$ cat config.mk
export PLATFORM = sky130hd
export DESIGN_NAME = unaligned_stream_reader
export DESIGN_NICKNAME = d
export VERILOG_FILES = /design/src/rtl/unaligned_stream_reader.sv
export SDC_FILE = /design/constraint.sdc
export NUM_CORES = 1
export LEC_CHECK = 0
export ABC_AREA = 1
export BUFFER_PORTS_ARGS = -buffer_cell sky130_fd_sc_hd__buf_2
export CORE_ASPECT_RATIO = 0.6
export CORE_UTILIZATION = 25
export DETAILED_ROUTE_END_ITERATION = 8
export REMOVE_ABC_BUFFERS = 1
export SLEW_MARGIN = 10
export SYNTH_ARGS = -nofsm -noshare
export SYNTH_HDL_FRONTEND = slang
export SYNTH_SLANG_ARGS = --single-unit
$ cat constraint.sdc
create_clock -name clk_i -period 3.95 [get_ports clk_i]
set_input_delay 0.1975 -clock clk_i [delete_from_list [all_inputs] [get_ports clk_i]]
set_output_delay 0.1975 -clock clk_i [all_outputs]
set_load 0.01 [all_outputs]
$ cat src/rtl/unaligned_stream_reader.sv
// Streams 32-bit words from any byte address out of a word-organised synchronous RAM,
// realigning unaligned starts through a two-word (prev, ramData) window.
module unaligned_stream_reader #(
    parameter int BITWIDTH      = 32,
    parameter int NR_OF_ENTRIES = 640,
    localparam int AW           = $clog2(NR_OF_ENTRIES)
) (
    input  logic                clk_i,
    input  logic                rst_n_i,
    input  logic                start_i,
    input  logic [AW+1:0]       byte_address_i,
    input  logic [AW:0]         word_count_i,
    output logic [AW-1:0]       ram_address_o,
    input  logic [BITWIDTH-1:0] ram_data_i,
    output logic [BITWIDTH-1:0] stream_data_o,
    output logic                stream_valid_o,
    input  logic                stream_ready_i,
    output logic                busy_o,
    output logic                done_o
);

    // state  | meaning
    // IDLE   | waiting for start
    // PRIME0 | present first word address
    // PRIME1 | capture first word into prev, present second address
    // STREAM | emit realigned words, one per transfer
    // DONE   | single-cycle completion pulse
    typedef enum logic [2:0] {IDLE, PRIME0, PRIME1, STREAM, DONE} state_t;

    state_t                state_q, state_d;
    logic [BITWIDTH-1:0]   prev_q, prev_d;
    logic [AW-1:0]         cur_addr_q, cur_addr_d;
    logic [AW:0]           remaining_q, remaining_d;
    logic [1:0]            offset_q, offset_d;
    logic [2*BITWIDTH-1:0] window;

    function automatic logic [AW-1:0] addr_inc(input logic [AW-1:0] a);
        return (a == AW'(NR_OF_ENTRIES - 1)) ? '0 : a + 1'b1;
    endfunction

    assign window = {prev_q, ram_data_i} << {offset_q, 3'b000};

    always_comb begin
        state_d        = state_q;
        prev_d         = prev_q;
        cur_addr_d     = cur_addr_q;
        remaining_d    = remaining_q;
        offset_d       = offset_q;
        ram_address_o  = '0;
        stream_data_o  = '0;
        stream_valid_o = 1'b0;
        busy_o         = 1'b0;
        done_o         = 1'b0;
        case (state_q)
            IDLE: begin
                if (start_i) begin
                    offset_d    = byte_address_i[1:0];
                    cur_addr_d  = byte_address_i[AW+1:2];
                    remaining_d = word_count_i;
                    state_d     = (word_count_i == '0) ? DONE : PRIME0;
                end
            end
            PRIME0: begin
                busy_o        = 1'b1;
                ram_address_o = cur_addr_q;
                cur_addr_d    = addr_inc(cur_addr_q);
                state_d       = PRIME1;
            end
            PRIME1: begin
                busy_o        = 1'b1;
                ram_address_o = cur_addr_q;
                prev_d        = ram_data_i;
                state_d       = STREAM;
            end
            STREAM: begin
                busy_o         = 1'b1;
                stream_valid_o = 1'b1;
                stream_data_o  = window[2*BITWIDTH-1:BITWIDTH];
                ram_address_o  = cur_addr_q;
                // Advancing the address in the transfer cycle keeps one word per cycle.
                if (stream_ready_i) begin
                    prev_d        = ram_data_i;
                    remaining_d   = remaining_q - 1'b1;
                    cur_addr_d    = addr_inc(cur_addr_q);
                    ram_address_o = addr_inc(cur_addr_q);
                    if (remaining_q == (AW+1)'(1)) state_d = DONE;
                end
            end
            DONE: begin
                done_o  = 1'b1;
                state_d = IDLE;
            end
            default: state_d = IDLE;
        endcase
    end

    always_ff @(posedge clk_i or negedge rst_n_i) begin
        if (!rst_n_i) begin
            state_q     <= IDLE;
            prev_q      <= '0;
            cur_addr_q  <= '0;
            remaining_q <= '0;
            offset_q    <= '0;
        end else begin
            state_q     <= state_d;
            prev_q      <= prev_d;
            cur_addr_q  <= cur_addr_d;
            remaining_q <= remaining_d;
            offset_q    <= offset_d;
        end
    end

endmodule

== Word-level counts from Yosys, hierarchy flattened ==
Index checks and enable logic that the tools add are counted.

* Flip-flop bits (word level): 58
* Input port bits: 59
* Output and inout bits: 45
* Word-level logic and storage cells: 48

* Mux-type cells: 19
* Shifts and indexed selects: 1
* Add/subtract/negate cells: 2
* Equality and inequality tests: 9
* Reductions and logical operators: 12

{| class="wikitable"
|+ Operator list
! cell !! number
|-
| $mux W32 || 2
|-
| $pmux W32 S2 || 1
|-
| $shl A64 B5 Y64 || 1
|-
| $mux W10 || 3
|-
| $pmux W10 S3 || 1
|-
| $mux W11 || 2
|-
| $pmux W11 S2 || 1
|-
| $pmux W10 S2 || 1
|-
| $mux W3 || 4
|-
| $pmux W3 S4 || 1
|-
| $eq A11 B1 Y1 const B || 1
|-
| $logic_not A11 Y1 || 1
|-
| $sub A11 B1 Y11 const B || 1
|-
| $add A10 B1 Y10 const B || 1
|-
| $eq A10 B10 Y1 const B || 1
|-
| $eq A3 B2 Y1 const B || 2
|-
| $ne A2 B2 Y1 const B || 3
|-
| $reduce_and A2 Y1 || 3
|-
| $reduce_and A3 Y1 || 2
|-
| $reduce_bool A2 Y1 || 2
|-
| $eq A3 B1 Y1 const B || 1
|-
| $eq A3 B3 Y1 const B || 1
|-
| $logic_not A3 Y1 || 1
|-
| $mux W1 || 3
|-
| 3 further kinds || 3
|}

== Longest topological paths before layout ==
* Word-level depth: 4
* Gate-level depth with buffers: 10
* Depth with buffers taken out: 10

== Worst setup path before layout ==
No wires, ideal clock.

* Path kind: register -> output
* From: reg offset_q[0]
* To: out stream_data_o[22]
* Cell stages (with the launch flop): 7
* Buffers on the path: 3
* Slack: 2,349 ps
* Required time: 3,753 ps
* Data arrival time: 1,404 ps
* Path through: dfrtp_1 > buf_2 > inv_1 > buf_2 > buf_1 > nand2_1 > a31oi_1

* Longest elaborated chain between the ends: 2

{| class="wikitable"
|+ Ends and longest elaborated chain
! what !! line !! source
|-
| from (decl) || 34 || <nowiki>logic [1:0] offset_q, offset_d;</nowiki>
|-
| from (signal assigned) || 109 || <nowiki>offset_q <= offset_d;</nowiki>
|-
| $shl A64 B5 Y64 || 41 || <nowiki>assign window = {prev_q, ram_data_i} << {offset_q, 3'b000};</nowiki>
|-
| $mux W32 || 54 || <nowiki>case (state_q)</nowiki>
|-
| to (decl) || 15 || <nowiki>output logic [BITWIDTH-1:0] stream_data_o,</nowiki>
|}

No other way between the ends.

== Worst setup path in the final report ==
* From: reg state_q[0]
* To: out ram_address_o[3]

* Longest elaborated chain between the ends: 3
* Elaborated cells between the ends (all ways): 5
* Those cells by class: 3 x eq/ne; 1 x mux; 1 x reduce/logical

{| class="wikitable"
|+ Ends and longest elaborated chain
! what !! line !! source
|-
| from (decl) || 30 || <nowiki>state_t state_q, state_d;</nowiki>
|-
| from (signal assigned) || 105 || <nowiki>state_q <= state_d;</nowiki>
|-
| $eq A3 B2 Y1 or $eq A3 B1 Y1 (tied branches) || 54 ||
|-
| $reduce_or A2 Y1 (no line) || n/a ||
|-
| $pmux W10 S2 * || 54 ||
|-
| to (decl) || 13 || <nowiki>output logic [AW-1:0] ram_address_o,</nowiki>
|}

Mark *: on every way between the ends. The rest lies on a longest branch, timed or not.

==> impl_metrics.py <==
metrics = {
    "clocking": {
        "tritoncts": "built",
        "htreeDepth": 3,
        "cts-root-buf": "clkbuf_16",
        "cts_setup_buffers": 0,
        "clock_sinks": 58,
        "clockBufferDepth": 2,
        "clock_latency_ps": 320,
        "numCtsBuffers": 9,
        "clk_pin_slew_ps": 50,
    },
    "die": {
        "initial_core_util_pct": 26.0,
        "core_area_um2": 15600,
        "fp.dieW_um": 166,
        "fp-row-count": 35,
        "io_pins": 104,
        "fp.dieH_um": 101,
        "die_area_um2": 16700,
    },
    "timing": {
        "setup_slack_ps": 1520,
        "hold_slack_ps": 128,
        "grt_setup_unrepaired": "false",
        "setup-violations-final": 0,
        "slew_violations": 0,
        "tns_ps": 0,
        "period_needed_ps": 2430,
        "finClkSkew_ps": 6.69,
        "hold_violations": 0,
        "maxSlewHeadroom_pct": 36.8,
        "timing.fmax_mhz": 412,
        "tightest_slew_ps": 947,
        "fin_crit_sh_pct": 61.4,
    },
    "layout": {
        "drive_gt1_share_pct": 21.4,
        "stdcell_count": 901,
        "layout_commonest_cell": "nand2_1",
        "layout_common_cells": "nand2_1 (161), buf_2 (103), o21ai_0 (72)",
        "fin_util_pct": 31.9,
        "syn_to_final_growth_pct": 22.8,
        "nNetsFinal": 754,
    },
    "global_routing": {
        "grt_start_max_net_pins": 66,
        "grt_usage_pct": 15.5,
        "antenna_found_initial": 0,
        "overflow": 0,
        "grt_pass1_vias": 3718,
        "grt_pass1_wl_um": 20200,
    },
    "logic_synthesis": {
        "synth_edf_count": 0,
        "yosysSeqAreaShare_pct": 35.8,
        "synth_cell_types": 34,
        "syn-instance-count": 606,
        "syn_area_um2": 4050,
        "synth-seq-cells": 58,
        "synth.avg_cell_area_um2": 6.69,
        "synth_ff_type": "dfrtp_1",
        "synth_area_leaders": "dfrtp_1 (36%), nand2_1 (15%), o21ai_0 (8.9%)",
        "yosys.area.top_type": "dfrtp_1",
        "synthArstFlopShare_pct": 100,
        "synth_top_area_share_pct": 35.8,
        "yosys_warnings": 0,
    },
    "detailed_routing": {
        "drc": 10,
        "drt-total-wl_um": 12500,
        "wl_per_cell_um": 13.9,
        "dr.pass1.iters": 7,
        "detail-route-antenna-nets": 0,
        "drt_iter0_markers": 292,
        "routed_via_density": 4.67,
        "num_vias": 4204,
    },
    "place": {
        "dp_slack_ps": 1810,
        "placed_cells": 883,
        "hpwl_um": 9270,
        "gp_congestion": 0.820,
        "numPortBuffers": 103,
    },
    "worst_setup_path": {
        "timing.critical_path.from": "state_q[0]$_DFFE_PN0P_",
        "setup.worst_path.start_class": "register",
        "reg2reg_depth": 7,
        "worstPathArrival_ps": 2230,
        "endpoint_kind": "primary output",
        "r2r_setup_slack_ps": 1830,
        "r2r-end": "prev_q[0]$_DFFE_PN0P_",
        "crit_fanout": 29,
        "worstSetupPathType": "reg -> out",
        "r2r-start": "state_q[0]$_DFFE_PN0P_",
        "crit_required_ps": 3750,
    },
    "power": {
        "p_leak_nw": 2.46,
        "ir_worst_vdd_uv": 311,
        "pwr_density_cell_nw_per_um2": 927,
    },
    "hold_path": {
        "min_path_cells": 2,
        "min_path_type": "in -> reg",
        "worstHoldStart": "ram_data_i[7]",
        "min_to": "prev_q[7]$_DFFE_PN0P_",
    },
    "run_status": {
        "violations": "DRC",
        "status": "finished with violations",
    },
    "flow_run": {
        "cap_violations": 0,
    },
}
## worst max path at each step
stage,endpoint,slack (ps),depth (start not counted)
after detailed placement,prev_q[0]$_DFFE_PN0P_,1810,7
final,ram_address_o[3],1520,8
after floorplan,prev_q[24]$_DFFE_PN0P_,1000,5
after global placement,prev_q[2]$_DFFE_PN0P_,1850,7
after global routing,ram_address_o[3],1300,8
after CTS,ram_address_o[3],1520,8
## stage by stage
| step | cell area [um2] | total power, W |
|---|---|---|
| global placement | 4690 | 0.00390 |
| detailed placement | 4690 | 0.00391 |
| CTS | 4980 | 0.00465 |
| finish | 4980 | 0.00462 |
| floorplan | 3880 | 0.00301 |
| global route | 4980 | 0.00511 |
## cell type report
class	count	area, um2
clock buffer	11	243
clock inverter	5	30.0
inverter	56	210
fill	1707	10600
timing repair buffer	109	563
sequential	58	1450
antenna	1	2.50
tap	203	254
multi-input combinational	458	2220
## cell families after synthesis
| family | count (synthesis) | share of synthesized area (%) |
|---|---|---|
| DFF | 58 | 35.8 |
| and+or+nand+nor | 263 | 26.6 |
| buffers and inverters | 90 | 9.51 |
| adders and majority gates | 3 | 0.926 |
| AOI/OAI and AO/OA | 181 | 24.3 |
| xor gates and xnor gates | 3 | 0.648 |
| muxes | 8 | 2.22 |
## registers in the layout, summed over array words and instances (netlist names)
signal	cells
remaining_q	11
offset_q	2
prev_q	32
cur_addr_q	10
state_q	3
## report_power, final
| part | switching, W | internal, W |
|---|---|---|
| registers | 0.000234 | 0.000916 |
| logic | 0.00183 | 0.000929 |
| clock network | 0.000275 | 0.000438 |
| total | 0.00233 | 0.00228 |
## worst max-delay path, stage by stage (launching register included)
cell	delay [ps]
dfrtp_1	410
nand2_1	110
nor2_4	250
inv_2	330
nor2_8	260
nand3_1	100
o21ai_1	120
o21bai_1	170
buf_2	180
## cell usage after synthesis, types with 4 or more instances
cell,count
nand2_1,162
o21ai_0,72
o211ai_1,6
a21oi_1,57
o21ai_1,18
buf_4,4
inv_2,4
inv_1,52
nor3_1,4
nand2_2,4
a31oi_1,17
dfrtp_1,58
nand4_1,6
mux2_2,8
nand3_1,23
clkbuf_1,13
nor2_1,57
o21bai_1,5
buf_2,14
## what timing repair did
item	in CTS	in global routing
resized for setup	0	0
hold buffers	1	0
hold endpoints to repair	26	0
## routing by layer
| metal | up-vias | track usage [%] | routed length, um |
|---|---|---|---|
| li1 | 2186 | - | - |
| met4 | 0 | 2.35 | 47 |
| met3 | 5 | 3.65 | 819 |
| met2 | 116 | 19.9 | 4690 |
| met5 | - | 0 | 0 |
| met1 | 1897 | 25.2 | 6990 |
Power figures use the tool's default switching activity.
